==> config.mk <==
export PLATFORM = sky130hd
export DESIGN_NAME = data_mem_ctrl
export DESIGN_NICKNAME = d
export VERILOG_FILES = /design/src/rtl/data_mem_ctrl_pkg.sv /design/src/rtl/data_mem_ctrl_mem_lane_align.sv /design/src/rtl/data_mem_ctrl.sv
export SDC_FILE = /design/constraint.sdc
export NUM_CORES = 1
export LEC_CHECK = 0
export CAP_MARGIN = 30
export CORE_ASPECT_RATIO = 1.2
export CORE_MARGIN = 3
export CORE_UTILIZATION = 48
export DETAILED_ROUTE_END_ITERATION = 10
export HOLD_SLACK_MARGIN = 0.15
export PLACE_DENSITY = 0.85
export SYNTH_ARGS = -nofsm -noshare
export SYNTH_HDL_FRONTEND = slang
export SYNTH_SLANG_ARGS = --single-unit
==> constraint.sdc <==
create_clock -name clk -period 5.13 [get_ports clk]
set_input_delay 0.7695 -clock clk [delete_from_list [all_inputs] [get_ports clk]]
set_output_delay 0.7695 -clock clk [all_outputs]
set_load 0.01 [all_outputs]
==> src/rtl/data_mem_ctrl_pkg.sv <==
// Shared load/store encodings and controller state types.
package data_mem_ctrl_pkg;

  // Access size encoding shared with the instruction decoder; 2'b10 is handled as a word.
  localparam logic [1:0] SIZE_BYTE = 2'b00;
  localparam logic [1:0] SIZE_HW   = 2'b01;
  localparam logic [1:0] SIZE_WORD = 2'b11;

  // Data word is split into byte lanes; lane 3 carries bits 31:24 (big-endian).
  localparam int NUM_LANES = 4;
  localparam int VEC_W     = 8;

  typedef enum logic [1:0] {
    ST_IDLE = 2'd0,
    ST_BUSY = 2'd1,
    ST_DONE = 2'd2
  } state_t;

  // Halfwords need an even offset, words a zero offset; bytes are always aligned.
  function automatic logic is_aligned(input logic [1:0] size, input logic [1:0] offset);
    case (size)
      SIZE_BYTE: return 1'b1;
      SIZE_HW:   return ~offset[0];
      default:   return offset == 2'b00;
    endcase
  endfunction

endpackage

==> src/rtl/data_mem_ctrl_mem_lane_align.sv <==
// Byte-lane steering: enables and store replication on the way out,
// lane select and sign/zero extension on the way back.
module mem_lane_align
  import data_mem_ctrl_pkg::*;
(
  input  logic [1:0]                      size,
  input  logic [1:0]                      offset,
  input  logic                            zext,
  input  logic [NUM_LANES-1:0][VEC_W-1:0] rdata,
  input  logic [NUM_LANES-1:0][VEC_W-1:0] wdata,
  output logic [NUM_LANES-1:0]            be,
  output logic [NUM_LANES-1:0][VEC_W-1:0] wdata_rep,
  output logic [NUM_LANES*VEC_W-1:0]      rdata_ext
);

  logic             is_byte;
  logic             is_hw;
  logic [VEC_W-1:0] rbyte;
  logic [2*VEC_W-1:0] rhalf;

  assign is_byte = (size == SIZE_BYTE);
  assign is_hw   = (size == SIZE_HW);

  for (genvar l = 0; l < NUM_LANES; l++) begin : g_lane
    // Offset 0 is the most significant lane; halfword offset 2 selects the low pair.
    assign be[l] = is_byte ? (offset == 2'(NUM_LANES - 1 - l)) :
                   is_hw   ? (offset[1] == (l < 2)) : 1'b1;
    // Right-justified store data is copied into every lane it could land in.
    assign wdata_rep[l] = is_byte ? wdata[0] : is_hw ? wdata[l % 2] : wdata[l];
  end

  // Pick the addressed lane(s), then extend; zext=1 means unsigned load.
  always_comb begin
    rbyte = rdata[~offset];
    rhalf = offset[1] ? rdata[1:0] : rdata[3:2];
    if (is_byte)
      rdata_ext = {{((NUM_LANES-1)*VEC_W){~zext & rbyte[VEC_W-1]}}, rbyte};
    else if (is_hw)
      rdata_ext = {{((NUM_LANES-2)*VEC_W){~zext & rhalf[2*VEC_W-1]}}, rhalf};
    else
      rdata_ext = rdata;
  end

endmodule

==> src/rtl/data_mem_ctrl.sv <==
// Load/store responder: turns decoder strobes into a req/ack RAM transaction,
// stalls the core until it completes and returns aligned, extended load data.
module data_mem_ctrl
  import data_mem_ctrl_pkg::*;
#(
  parameter int ADDR_W  = 10,
  parameter int TIMEOUT = 255
) (
  input  logic              clk,
  input  logic              rst,
  input  logic [31:0]       addr_in,
  input  logic [31:0]       wdata_in,
  input  logic              re_in,
  input  logic              we_in,
  input  logic [1:0]        size_in,
  input  logic              signed_in,
  output logic [31:0]       rdata_out,
  output logic              stall_out,
  output logic              fault_out,
  output logic              mem_req_out,
  output logic              mem_we_out,
  output logic [ADDR_W-1:0] mem_addr_out,
  output logic [3:0]        mem_be_out,
  output logic [31:0]       mem_wdata_out,
  input  logic [31:0]       mem_rdata_in,
  input  logic              mem_ack_in
);

  // Wide enough to hold TIMEOUT without wrapping before the compare.
  localparam int CNT_W = $clog2(TIMEOUT + 2);

  state_t           state, state_nxt;
  logic             strobe;
  logic             aligned;
  logic             timeout_hit;
  logic [1:0]       size_q;
  logic [1:0]       off_q;
  logic             zext_q;
  logic [1:0]       al_size;
  logic [1:0]       al_off;
  logic             al_zext;
  logic [3:0]       al_be;
  logic [31:0]      al_wdata;
  logic [31:0]      al_rdata;
  logic [CNT_W-1:0] cnt;

  assign strobe      = re_in | we_in;
  assign aligned     = is_aligned(size_in, addr_in[1:0]);
  assign timeout_hit = (TIMEOUT != 0) && ((cnt + CNT_W'(1)) == CNT_W'(TIMEOUT));

  // The aligner sees the live request in IDLE and the captured one while BUSY.
  mem_lane_align u_align (
    .size      (al_size),
    .offset    (al_off),
    .zext      (al_zext),
    .rdata     (mem_rdata_in),
    .wdata     (wdata_in),
    .be        (al_be),
    .wdata_rep (al_wdata),
    .rdata_ext (al_rdata)
  );

  // State register.
  always_ff @(posedge clk or posedge rst) begin
    if (rst) state <= ST_IDLE;
    else     state <= state_nxt;
  end

  // Next state, combinational stall and aligner input select.
  always_comb begin
    state_nxt = state;
    stall_out = 1'b0;
    al_size   = size_q;
    al_off    = off_q;
    al_zext   = zext_q;
    case (state)
      ST_IDLE: begin
        al_size = size_in;
        al_off  = addr_in[1:0];
        al_zext = signed_in;
        if (strobe && aligned) begin
          stall_out = 1'b1;
          state_nxt = ST_BUSY;
        end
      end
      ST_BUSY: begin
        stall_out = 1'b1;
        if (mem_ack_in || timeout_hit) state_nxt = ST_DONE;
      end
      ST_DONE: state_nxt = ST_IDLE;
      default: state_nxt = ST_IDLE;
    endcase
  end

  // Request capture, RAM handshake, load result and fault pulse.
  always_ff @(posedge clk or posedge rst) begin
    if (rst) begin
      rdata_out     <= '0;
      fault_out     <= 1'b0;
      mem_req_out   <= 1'b0;
      mem_we_out    <= 1'b0;
      mem_addr_out  <= '0;
      mem_be_out    <= '0;
      mem_wdata_out <= '0;
      size_q        <= SIZE_BYTE;
      off_q         <= '0;
      zext_q        <= 1'b0;
      cnt           <= '0;
    end else begin
      fault_out <= 1'b0;
      case (state)
        ST_IDLE: begin
          if (strobe && aligned) begin
            // A store wins when both strobes are high.
            mem_req_out   <= 1'b1;
            mem_we_out    <= we_in;
            mem_addr_out  <= addr_in[ADDR_W+1:2];
            mem_be_out    <= al_be;
            mem_wdata_out <= al_wdata;
            size_q        <= size_in;
            off_q         <= addr_in[1:0];
            zext_q        <= signed_in;
            cnt           <= '0;
          end else if (strobe) begin
            fault_out <= 1'b1;
          end
        end
        ST_BUSY: begin
          cnt <= cnt + CNT_W'(1);
          if (mem_ack_in) begin
            mem_req_out <= 1'b0;
            mem_we_out  <= 1'b0;
            if (!mem_we_out) rdata_out <= al_rdata;
          end else if (timeout_hit) begin
            mem_req_out <= 1'b0;
            mem_we_out  <= 1'b0;
            fault_out   <= 1'b1;
            rdata_out   <= '0;
          end
        end
        default: ;
      endcase
    end
  end

endmodule

==> impl_metrics.env, run 1 <==
export IMPL_cp_num_buf_inv=3
export IMPL_drcViolationCount=0
export IMPL_timing_critical_path_arrival_ns=2.73
export IMPL_antenna_found_initial=0
export IMPL_htree_levels=3
export IMPL_maximum_capacitance_violations=0
export IMPL_vdd_ir_max_v=0.000309
export IMPL_fin_worst_skew_ns=0.00941
export IMPL_drive_gt1_frac=0.117
export IMPL_postSynthNetCount=584
export IMPL_die_width_um=99.3
export IMPL_placementRows=40
export IMPL_synth_cell_types=52
export IMPL_clockBufferDepth=2
export IMPL_crit_reg2reg_launch="state[0]"
export IMPL_cts_resized=0
export IMPL_final_critical_path_share_of_the_clock_period=0.681
export IMPL_most_common_layout_cells="165 x sky130_fd_sc_hd__clkdlybuf4s50_1, 97 x sky130_fd_sc_hd__dfrtp_1, 63 x sky130_fd_sc_hd__o21ai_0, 42 x sky130_fd_sc_hd__nand2_1, 39 x sky130_fd_sc_hd__mux2i_1"
export IMPL_synth_area_mux_share=0.132
export IMPL_critPathCaptureType="output pin"
export IMPL_synth_cells=478
export IMPL_maximum_number_of_pins_on_one_net_before_global_route_repair=88
export IMPL_yosys_area_share_xor_xnor=0.00524
export IMPL_hp_class="reg2reg"
export IMPL_synth_adder_area_share=0.00500
export IMPL_totalPowerFinal_mw=3.78
export IMPL_detail_route_antenna_nets=0
export IMPL_layout_commonest_cell="sky130_fd_sc_hd__clkdlybuf4s50_1"
export IMPL_simple_gate_area_share_of_the_yosys_netlist=0.0972
export IMPL_yosys_warnings=0
export IMPL_floorplan_io_pins=186
export IMPL_timing_fmax_mhz=286
export IMPL_wl_um=14800
export IMPL_viasPerCell=5.97
export IMPL_power_per_cell_area_mw_per_mm2=537
export IMPL_design_die_area_mm2=0.0117
export IMPL_critical_path_endpoint="stall_out"
export IMPL_drt_pass1_iter_count=5
export IMPL_largest_family_of_logic_cells_by_synthesized_area="compound AO/OA/AOI/OAI gates"
export IMPL_avg_inst_size_synth_um2=10.5
export IMPL_post_cts_repair_setup_buffers=0
export IMPL_rsz0062_at_grt="false"
export IMPL_power_static_leakage_nw=3.01
export IMPL_routed_wire_length_per_instance_um=19.5
export IMPL_synth_edff_count=0
export IMPL_tns_ns=0
export IMPL_clockRootBuffer="sky130_fd_sc_hd__clkbuf_16"
export IMPL_regToRegSetupSlack_ns=2.41
export IMPL_outcome="finished clean"
export IMPL_hpwlAfterDp_um=10500
export IMPL_final_max_slew_violation_count=0
export IMPL_timing_hold_violations_final=0
export IMPL_wire_length_of_the_first_global_routing_pass_um=24100
export IMPL_critical_path_max_stage_delay_ns=0.53
export IMPL_worstReg2RegEnd="rdata_out[22]"
export IMPL_placeable_core_area_mm2=0.0101
export IMPL_cts_reportedPaths_clkPinSlew_ns=0.06
export IMPL_die_h_um=118
export IMPL_path_max_fanout=6
export IMPL_ys_seq_elements=97
export IMPL_ys_async_sr_fraction=1.00
export IMPL_via_count=4534
export IMPL_syn2layout_area_growth_pct=40.3
export IMPL_synthFlopType="sky130_fd_sc_hd__dfrtp_1"
export IMPL_gpl_final_weighted_congestion=0.835
export IMPL_cp_top_family="buffers and inverters"
export IMPL_cts_tree="done"
export IMPL_tightestPinTransition_ns=0.984
export IMPL_cp_num_cells=6
export IMPL_compound_gate_portion_of_the_synthesized_area=0.221
export IMPL_floorplan_initialDensity=0.496
export IMPL_detailedRoute_firstIterationViolations=342
export IMPL_design_final_nets=735
export IMPL_timing_reg2reg_worst_path_depth=5
export IMPL_finalSetupViolCount=0
export IMPL_critical_path_slowest_cell="sky130_fd_sc_hd__clkdlybuf4s50_1"
export IMPL_path_cells="clkdlybuf4s50_1, o21ai_0, o2111ai_4, and2_1, inv_1, clkdlybuf4s50_1"
export IMPL_syn_area_mm2=0.00501
export IMPL_clock_sinks=97
export IMPL_grt_util_all_layers=0.256
export IMPL_clk_insertion_delay_late_ns=0.34
export IMPL_number_of_global_route_vias_before_repair=4841
export IMPL_startpoint="addr_in[1]"
export IMPL_path_class="in2out"
export IMPL_start_kind="primary input"
export IMPL_critical_path_required_ns=4.36
export IMPL_cts_inserted_buffers=9
export IMPL_n_antenna_cell=0
export IMPL_gr_total_overflow=0
export IMPL_worst_slew_margin_rel=0.344
export IMPL_port_buffers=165
export IMPL_synth_sequential_area_ratio=0.485
export IMPL_number_of_buffers_added_to_fix_hold_violations_after_cts=0
export IMPL_critical_path_most_common_cell="sky130_fd_sc_hd__clkdlybuf4s50_1"
export IMPL_final_min_clock_period_ns=3.49
## Yosys cell counts, types with 5 or more instances
master | n | area (um2)
sky130_fd_sc_hd__a22oi_1 | 7 | 52.6
sky130_fd_sc_hd__a32o_1 | 8 | 80.1
sky130_fd_sc_hd__nand2_1 | 42 | 158
sky130_fd_sc_hd__a21oi_1 | 14 | 70.1
sky130_fd_sc_hd__o32ai_2 | 9 | 146
sky130_fd_sc_hd__clkbuf_1 | 20 | 75.1
sky130_fd_sc_hd__a22o_1 | 8 | 70.1
sky130_fd_sc_hd__buf_2 | 5 | 25.0
sky130_fd_sc_hd__nor2_1 | 10 | 37.5
sky130_fd_sc_hd__inv_1 | 30 | 113
sky130_fd_sc_hd__o21ai_0 | 63 | 315
sky130_fd_sc_hd__nand3_1 | 26 | 130
sky130_fd_sc_hd__mux2_2 | 24 | 270
sky130_fd_sc_hd__o32ai_1 | 7 | 61.3
sky130_fd_sc_hd__mux2i_1 | 39 | 390
sky130_fd_sc_hd__o221ai_1 | 8 | 70.1
sky130_fd_sc_hd__dfrtp_1 | 97 | 2430
## routing by layer
metal | vias up | part of all wire | GRT usage | wire length (um)
li1 | 2051 | - | - | -
met1 | 2208 | 0.36 | 0.282 | 5340
met2 | 231 | 0.50 | 0.431 | 7460
met3 | 44 | 0.10 | 0.0984 | 1490
met4 | 0 | 0.034 | 0.115 | 505
met5 | - | 0 | 0 | 0
## worst min path at each step
stage,slack [ns],endpoint,cells past startpoint,start
after global placement,0.46,mem_wdata_out[26],2,mem_wdata_out[26]
final,0.48,mem_wdata_out[20],2,mem_wdata_out[20]
after global routing,0.51,mem_be_out[0],1,mem_be_out[0]
after floorplan,0.45,cnt[8],1,cnt[8]
after CTS,0.48,mem_wdata_out[14],2,mem_wdata_out[14]
after detailed placement,0.47,mem_wdata_out[14],2,mem_wdata_out[14]
## where the power goes
group / switching, mW / internal, mW
clock network: 0.290 / 0.356
logic: 0.884 / 0.949
registers: 0.208 / 1.09
total: 1.38 / 2.40
## area by class of cell
class                   instances  area [um2]
clock buffers                  12         256
clock inverters                 4        26.3
fillers                       771        3080
inverters                      30         115
multi-input cells             319        2330
flip-flops and latches         97        2430
well taps                     126         158
repair buffers                172        1720
## cell families (layout without fill, tap and decap cells)
kind of cell | after synthesis | count (layout)
AO/OA/AOI/OAI | 151 | 151
AND/OR/NAND/NOR | 100 | 100
flip-flops | 97 | 97
multiplexers | 63 | 63
buffers and inverters | 62 | 218
XOR/XNOR | 3 | 3
adder cells (fa/ha/maj) | 2 | 2
## per-stage QoR
step / instances / setup slack, ns / hold WS (ns) / cell area, um2 / utilization
6_report: 760 / 1.64 / 0.479 / 7030 / 0.695
5_1_grt: 760 / 1.51 / 0.509 / 7030 / 0.695
4_1_cts: 760 / 1.62 / 0.485 / 7030 / 0.695
3_5_place_dp: 744 / 1.62 / 0.470 / 6750 / 0.667
3_3_place_gp: 742 / 1.71 / 0.460 / 6720 / 0.664
2_1_floorplan: 478 / 1.83 / 0.445 / 5010 / -
## sequential cells by signal, summed over array words and instances, names as in the netlist, 2 cells and up
name and count:
cnt 9, mem_addr_out 10, mem_be_out 4, mem_wdata_out 32
off_q 2, rdata_out 32, size_q 2, state 2
## tightest hold or removal path, stage by stage (launching register included)
cell	delay (ns)
sky130_fd_sc_hd__dfrtp_1	0.34
sky130_fd_sc_hd__nand2_1	0.04
sky130_fd_sc_hd__o21ai_0	0.06
Power figures use the tool's default switching activity.
==> inputs of run 2 (changes only) <==
CORE_UTILIZATION = 45   (was 48)
PLACE_DENSITY = 0.8   (was 0.85)
clock period = 3.7 ns   (was 5.13 ns; I/O delays follow)
==> impl_metrics.env, run 2 (same netlist as run 1, synthesis figures left out) <==
export IMPL_outcome="finished clean"
export IMPL_timing_fmax_mhz=328
export IMPL_wl_um=14500
export IMPL_maximum_number_of_pins_on_one_net_before_global_route_repair=88
export IMPL_design_die_area_mm2=0.0124
export IMPL_viasPerCell=5.78
export IMPL_postLayoutCellArea_mm2=0.00709
export IMPL_seq_power_share=0.335
export IMPL_die_width_um=102
export IMPL_power_report_internal_total_mw=3.45
export IMPL_timing_hold_violations_final=0
export IMPL_clk_insertion_delay_late_ns=0.35
export IMPL_total_switching_power_mw=1.90
export IMPL_finalSetupViolCount=0
export IMPL_tightestPinTransition_ns=0.987
export IMPL_final_critical_path_share_of_the_clock_period=0.824
export IMPL_cts_inserted_buffers=9
export IMPL_floorplan_initialDensity=0.470
export IMPL_antenna_found_initial=0
export IMPL_clock_sinks=97
export IMPL_critical_path_max_stage_delay_ns=0.53
export IMPL_final_min_clock_period_ns=3.05
export IMPL_placeable_core_area_mm2=0.0107
export IMPL_detail_route_antenna_nets=0
export IMPL_critical_path_most_common_cell="sky130_fd_sc_hd__clkdlybuf4s50_1"
export IMPL_reg_top3="mem_wdata_out (32), rdata_out (32), mem_addr_out (10)"
export IMPL_path_class="in2out"
export IMPL_most_common_layout_cells="165 x sky130_fd_sc_hd__clkdlybuf4s50_1, 97 x sky130_fd_sc_hd__dfrtp_1, 63 x sky130_fd_sc_hd__o21ai_0, 42 x sky130_fd_sc_hd__nand2_1, 39 x sky130_fd_sc_hd__mux2i_1"
export IMPL_power_static_leakage_nw=3.05
export IMPL_cts_tree="done"
export IMPL_post_cts_repair_setup_buffers=0
export IMPL_instances_no_fill=767
export IMPL_fin_worst_skew_ns=0.00834
export IMPL_vdd_ir_max_v=0.000403
export IMPL_maximum_capacitance_violations=0
export IMPL_gr_total_overflow=0
export IMPL_number_of_global_route_vias_before_repair=4721
export IMPL_netSwitchingFraction=0.355
export IMPL_via_count=4435
export IMPL_number_of_buffers_added_to_fix_hold_violations_after_cts=0
export IMPL_grt_util_all_layers=0.239
export IMPL_gpl_final_weighted_congestion=0.829
export IMPL_power_share_of_the_combinational_group=0.472
export IMPL_critPathCaptureType="output pin"
export IMPL_clock_power_share=0.193
export IMPL_critical_path_required_ns=3.14
export IMPL_htree_levels=3
export IMPL_drcViolationCount=0
export IMPL_timing_critical_path_arrival_ns=2.49
export IMPL_detailedRoute_firstIterationViolations=224
export IMPL_n_antenna_cell=0
export IMPL_place_inst=751
export IMPL_clockBufferDepth=2
export IMPL_syn2layout_area_growth_pct=41.6
export IMPL_totalPowerFinal_mw=5.35
export IMPL_wire_length_of_the_first_global_routing_pass_um=23400
export IMPL_path_cells="clkdlybuf4s50_1, o21ai_0, o2111ai_4, and2_1, inv_1, clkdlybuf4s50_1"
export IMPL_power_per_cell_area_mw_per_mm2=754
export IMPL_critical_path_slowest_cell="sky130_fd_sc_hd__clkdlybuf4s50_1"
export IMPL_die_h_um=122
export IMPL_cts_reportedPaths_clkPinSlew_ns=0.07
export IMPL_hp_class="reg2reg"
export IMPL_rsz0062_at_grt="false"
export IMPL_path_max_fanout=6
export IMPL_routed_wire_length_per_instance_um=18.9
export IMPL_start_kind="primary input"
export IMPL_drive_gt1_frac=0.122
export IMPL_cts_resized=0
export IMPL_post_route_util=0.665
export IMPL_floorplan_io_pins=186
export IMPL_clockRootBuffer="sky130_fd_sc_hd__clkbuf_16"
export IMPL_layout_commonest_cell="sky130_fd_sc_hd__clkdlybuf4s50_1"
export IMPL_nFillCells=825
export IMPL_final_max_slew_violation_count=0
export IMPL_worst_slew_margin_rel=0.342
export IMPL_placementRows=41
export IMPL_design_final_nets=739
export IMPL_hpwlAfterDp_um=10500
export IMPL_drt_pass1_iter_count=5
export IMPL_placed_area_mm2=0.00677
export IMPL_tns_ns=0
export IMPL_port_buffers=165
run 2: cell types whose count changed in the layout (fill, tap and decap cells not counted), sizes merged:
cell | previous run | this run
buf | 7 | 11
bufinv | 0 | 2
clkinv | 2 | 0
clkbuf | 12 | 11
inv | 31 | 32
run 2: worst max-delay path, delay by kind of cell:
kind | cells | cell delay [ns]
buf+inv | 3 | 1.10
simple gates | 1 | 0.26
compound gates | 2 | 0.58
run 2: cell type report:
type	count	area, um2	area share
well taps	129	161	0.0228
repair buffers	176	1730	0.244
inverters	30	115	0.0162
flip-flops and latches	97	2430	0.342
clock buffers	11	243	0.0342
multi-input cells	319	2330	0.328
clock inverters	5	85.1	0.0120
run 2: metal layers:
layer / GRT usage / part of all wire
met5: 0 / 0
met4: 0.0861 / 0.028
met3: 0.0888 / 0.092
met2: 0.398 / 0.49
met1: 0.283 / 0.39
run 2: final timing paths:
kind / cells past startpoint / slack [ns] / endpoint / startpoint
setup reg to reg: 5 / 1.15 / rdata_out[18] / state[1]
min in group asynchronous: 2 / 0.66 / fault_out / rst
setup / recovery: 6 / 0.65 / stall_out / addr_in[1]
max in group asynchronous: 3 / 2.27 / rdata_out[24] / rst
hold reg to reg: 1 / 0.48 / mem_be_out[2] / mem_be_out[2]
hold / removal: 1 / 0.48 / mem_be_out[2] / mem_be_out[2]
run 2: power groups by stage:
stage | logic (mW) | registers (mW) | clock network [mW]
5_1_grt | 2.72 | 1.85 | 1.09
6_report | 2.52 | 1.79 | 1.03
3_3_place_gp | 2.47 | 1.78 | 0
4_1_cts | 2.54 | 1.80 | 1.04
3_5_place_dp | 2.53 | 1.81 | 0
2_1_floorplan | 1.13 | 1.95 | 0
run 2: per-stage QoR:
step / setup slack [ns] / hold slack [ns]
finish: 0.652 / 0.481
global route: 0.533 / 0.501
CTS: 0.631 / 0.484
detailed placement: 0.630 / 0.469
global placement: 0.707 / 0.461
floorplan: 0.611 / 0.445
==> inputs of run 3 (changes only) <==
clock period = 2.9 ns   (was 3.7 ns; I/O delays follow)
==> impl_metrics.env, run 3 (same netlist as run 1, synthesis figures left out) <==
export IMPL_outcome="finished clean"
export IMPL_syn2layout_area_growth_pct=42.1
export IMPL_critPathCaptureType="output pin"
export IMPL_crit_reg2reg_launch="state[0]"
export IMPL_routed_wire_length_per_instance_um=18.2
export IMPL_antenna_found_initial=0
export IMPL_cp_num_buf_inv=3
export IMPL_die_h_um=122
export IMPL_cp_top_family="buffers and inverters"
export IMPL_reg_top3="mem_wdata_out (32), rdata_out (32), mem_addr_out (10)"
export IMPL_most_common_layout_cells="165 x sky130_fd_sc_hd__clkdlybuf4s50_1, 97 x sky130_fd_sc_hd__dfrtp_1, 62 x sky130_fd_sc_hd__o21ai_0, 42 x sky130_fd_sc_hd__nand2_1, 39 x sky130_fd_sc_hd__mux2i_1"
export IMPL_path_cells="clkdlybuf4s50_1, o21ai_1, o2111ai_4, and2_1, inv_1, clkdlybuf4s50_1"
export IMPL_timing_fmax_mhz=373
export IMPL_wl_um=14000
export IMPL_via_count=4426
export IMPL_power_static_leakage_nw=3.06
export IMPL_maximum_number_of_pins_on_one_net_before_global_route_repair=88
export IMPL_tightestPinTransition_ns=0.803
export IMPL_drive_gt1_frac=0.127
export IMPL_viasPerCell=5.76
export IMPL_power_per_cell_area_mw_per_mm2=953
export IMPL_path_max_fanout=6
export IMPL_worst_slew_margin_rel=0.464
export IMPL_number_of_buffers_added_to_fix_hold_violations_after_cts=0
export IMPL_drt_pass1_iter_count=7
export IMPL_rsz0062_at_grt="false"
export IMPL_fin_worst_skew_ns=0.00573
export IMPL_die_width_um=102
export IMPL_timing_hold_violations_final=0
export IMPL_clk_insertion_delay_late_ns=0.34
export IMPL_cts_tree="done"
export IMPL_cts_inserted_buffers=9
export IMPL_htree_levels=3
export IMPL_design_final_nets=742
export IMPL_floorplan_io_pins=186
export IMPL_wire_length_of_the_first_global_routing_pass_um=22900
export IMPL_place_inst=754
export IMPL_timing_critical_path_arrival_ns=2.25
export IMPL_path_class="in2out"
export IMPL_clock_sinks=97
export IMPL_layout_commonest_cell="sky130_fd_sc_hd__clkdlybuf4s50_1"
export IMPL_critical_path_required_ns=2.47
export IMPL_detail_route_antenna_nets=0
export IMPL_nFillCells=830
export IMPL_final_critical_path_share_of_the_clock_period=0.925
export IMPL_drcViolationCount=0
export IMPL_critical_path_max_stage_delay_ns=0.53
export IMPL_vdd_ir_max_v=0.000487
export IMPL_placeable_core_area_mm2=0.0107
export IMPL_detailedRoute_firstIterationViolations=267
export IMPL_n_antenna_cell=0
export IMPL_instances_no_fill=769
export IMPL_tns_ns=0
export IMPL_final_min_clock_period_ns=2.68
export IMPL_finalSetupViolCount=0
export IMPL_clockRootBuffer="sky130_fd_sc_hd__clkbuf_16"
export IMPL_clockBufferDepth=2
export IMPL_final_hold_worst_slack_ns=0.461
export IMPL_placementRows=41
export IMPL_start_kind="primary input"
export IMPL_preCtsSetupSlack_ns=0.0579
export IMPL_number_of_global_route_vias_before_repair=4676
export IMPL_setup_slack_ns=0.218
export IMPL_port_buffers=165
export IMPL_hp_class="in2async"
export IMPL_floorplan_initialDensity=0.470
export IMPL_cts_reportedPaths_clkPinSlew_ns=0.07
export IMPL_gr_total_overflow=0
export IMPL_maximum_capacitance_violations=0
export IMPL_grt_util_all_layers=0.232
export IMPL_critical_path_slowest_cell="sky130_fd_sc_hd__clkdlybuf4s50_1"
export IMPL_final_max_slew_violation_count=0
export IMPL_totalPowerFinal_mw=6.78
export IMPL_design_die_area_mm2=0.0124
export IMPL_critical_path_most_common_cell="sky130_fd_sc_hd__clkdlybuf4s50_1"
export IMPL_gpl_final_weighted_congestion=0.872
export IMPL_hpwlAfterDp_um=10300
export IMPL_startpoint="addr_in[1]"
## run 3: repair_timing
action,4_1_cts,5_1_grt
setup buffers,0,0
gates resized for setup,0,1
endpoints found under the setup margin,0,1
## run 3: cell type report
| cell class | count | area (um2) | area share |
|---|---|---|---|
| sequential | 97 | 2430 | 0.341 |
| timing repair buffer | 179 | 1770 | 0.249 |
| clock inverter | 6 | 90.1 | 0.0127 |
| clock buffer | 9 | 225 | 0.0316 |
| multi-input combinational | 319 | 2330 | 0.327 |
| tap | 129 | 161 | 0.0227 |
| inverter | 30 | 116 | 0.0164 |
## run 3: where the power goes
group / internal (mW) / switching, mW
Combinational: 1.70 / 1.53
Sequential: 1.93 / 0.348
Clock: 0.755 / 0.518
## run 3: routing by layer
| metal | wire, um | vias up | global-route usage | share of wire |
|---|---|---|---|---|
| met3 | 1360 | 24 | 0.0716 | 0.098 |
| met4 | 318 | 0 | 0.0968 | 0.023 |
| met1 | 5490 | 2143 | 0.282 | 0.39 |
| met5 | 0 | - | 0 | 0 |
| met2 | 6790 | 188 | 0.382 | 0.49 |
| li1 | - | 2071 | - | - |
## run 3: worst paths after layout
kind                                          end  slack, ns  depth (start not counted)
worst max-delay path                    stall_out       0.22                          6
worst min-delay path              mem_addr_out[7]       0.46                          2
worst max register to register       rdata_out[1]       0.52                          5
worst min register to register  mem_wdata_out[13]       0.48                          2
max in group asynchronous           rdata_out[18]       1.72                          3
min in group clk                mem_wdata_out[13]       0.48                          2
## run 3: per-stage QoR
| step | utilization | area, um2 |
|---|---|---|
| 2_1_floorplan | - | 5010 |
| 3_3_place_gp | 0.637 | 6800 |
| 3_5_place_dp | 0.637 | 6800 |
| 4_1_cts | 0.667 | 7120 |
| 5_1_grt | 0.667 | 7120 |
| 6_report | 0.667 | 7120 |
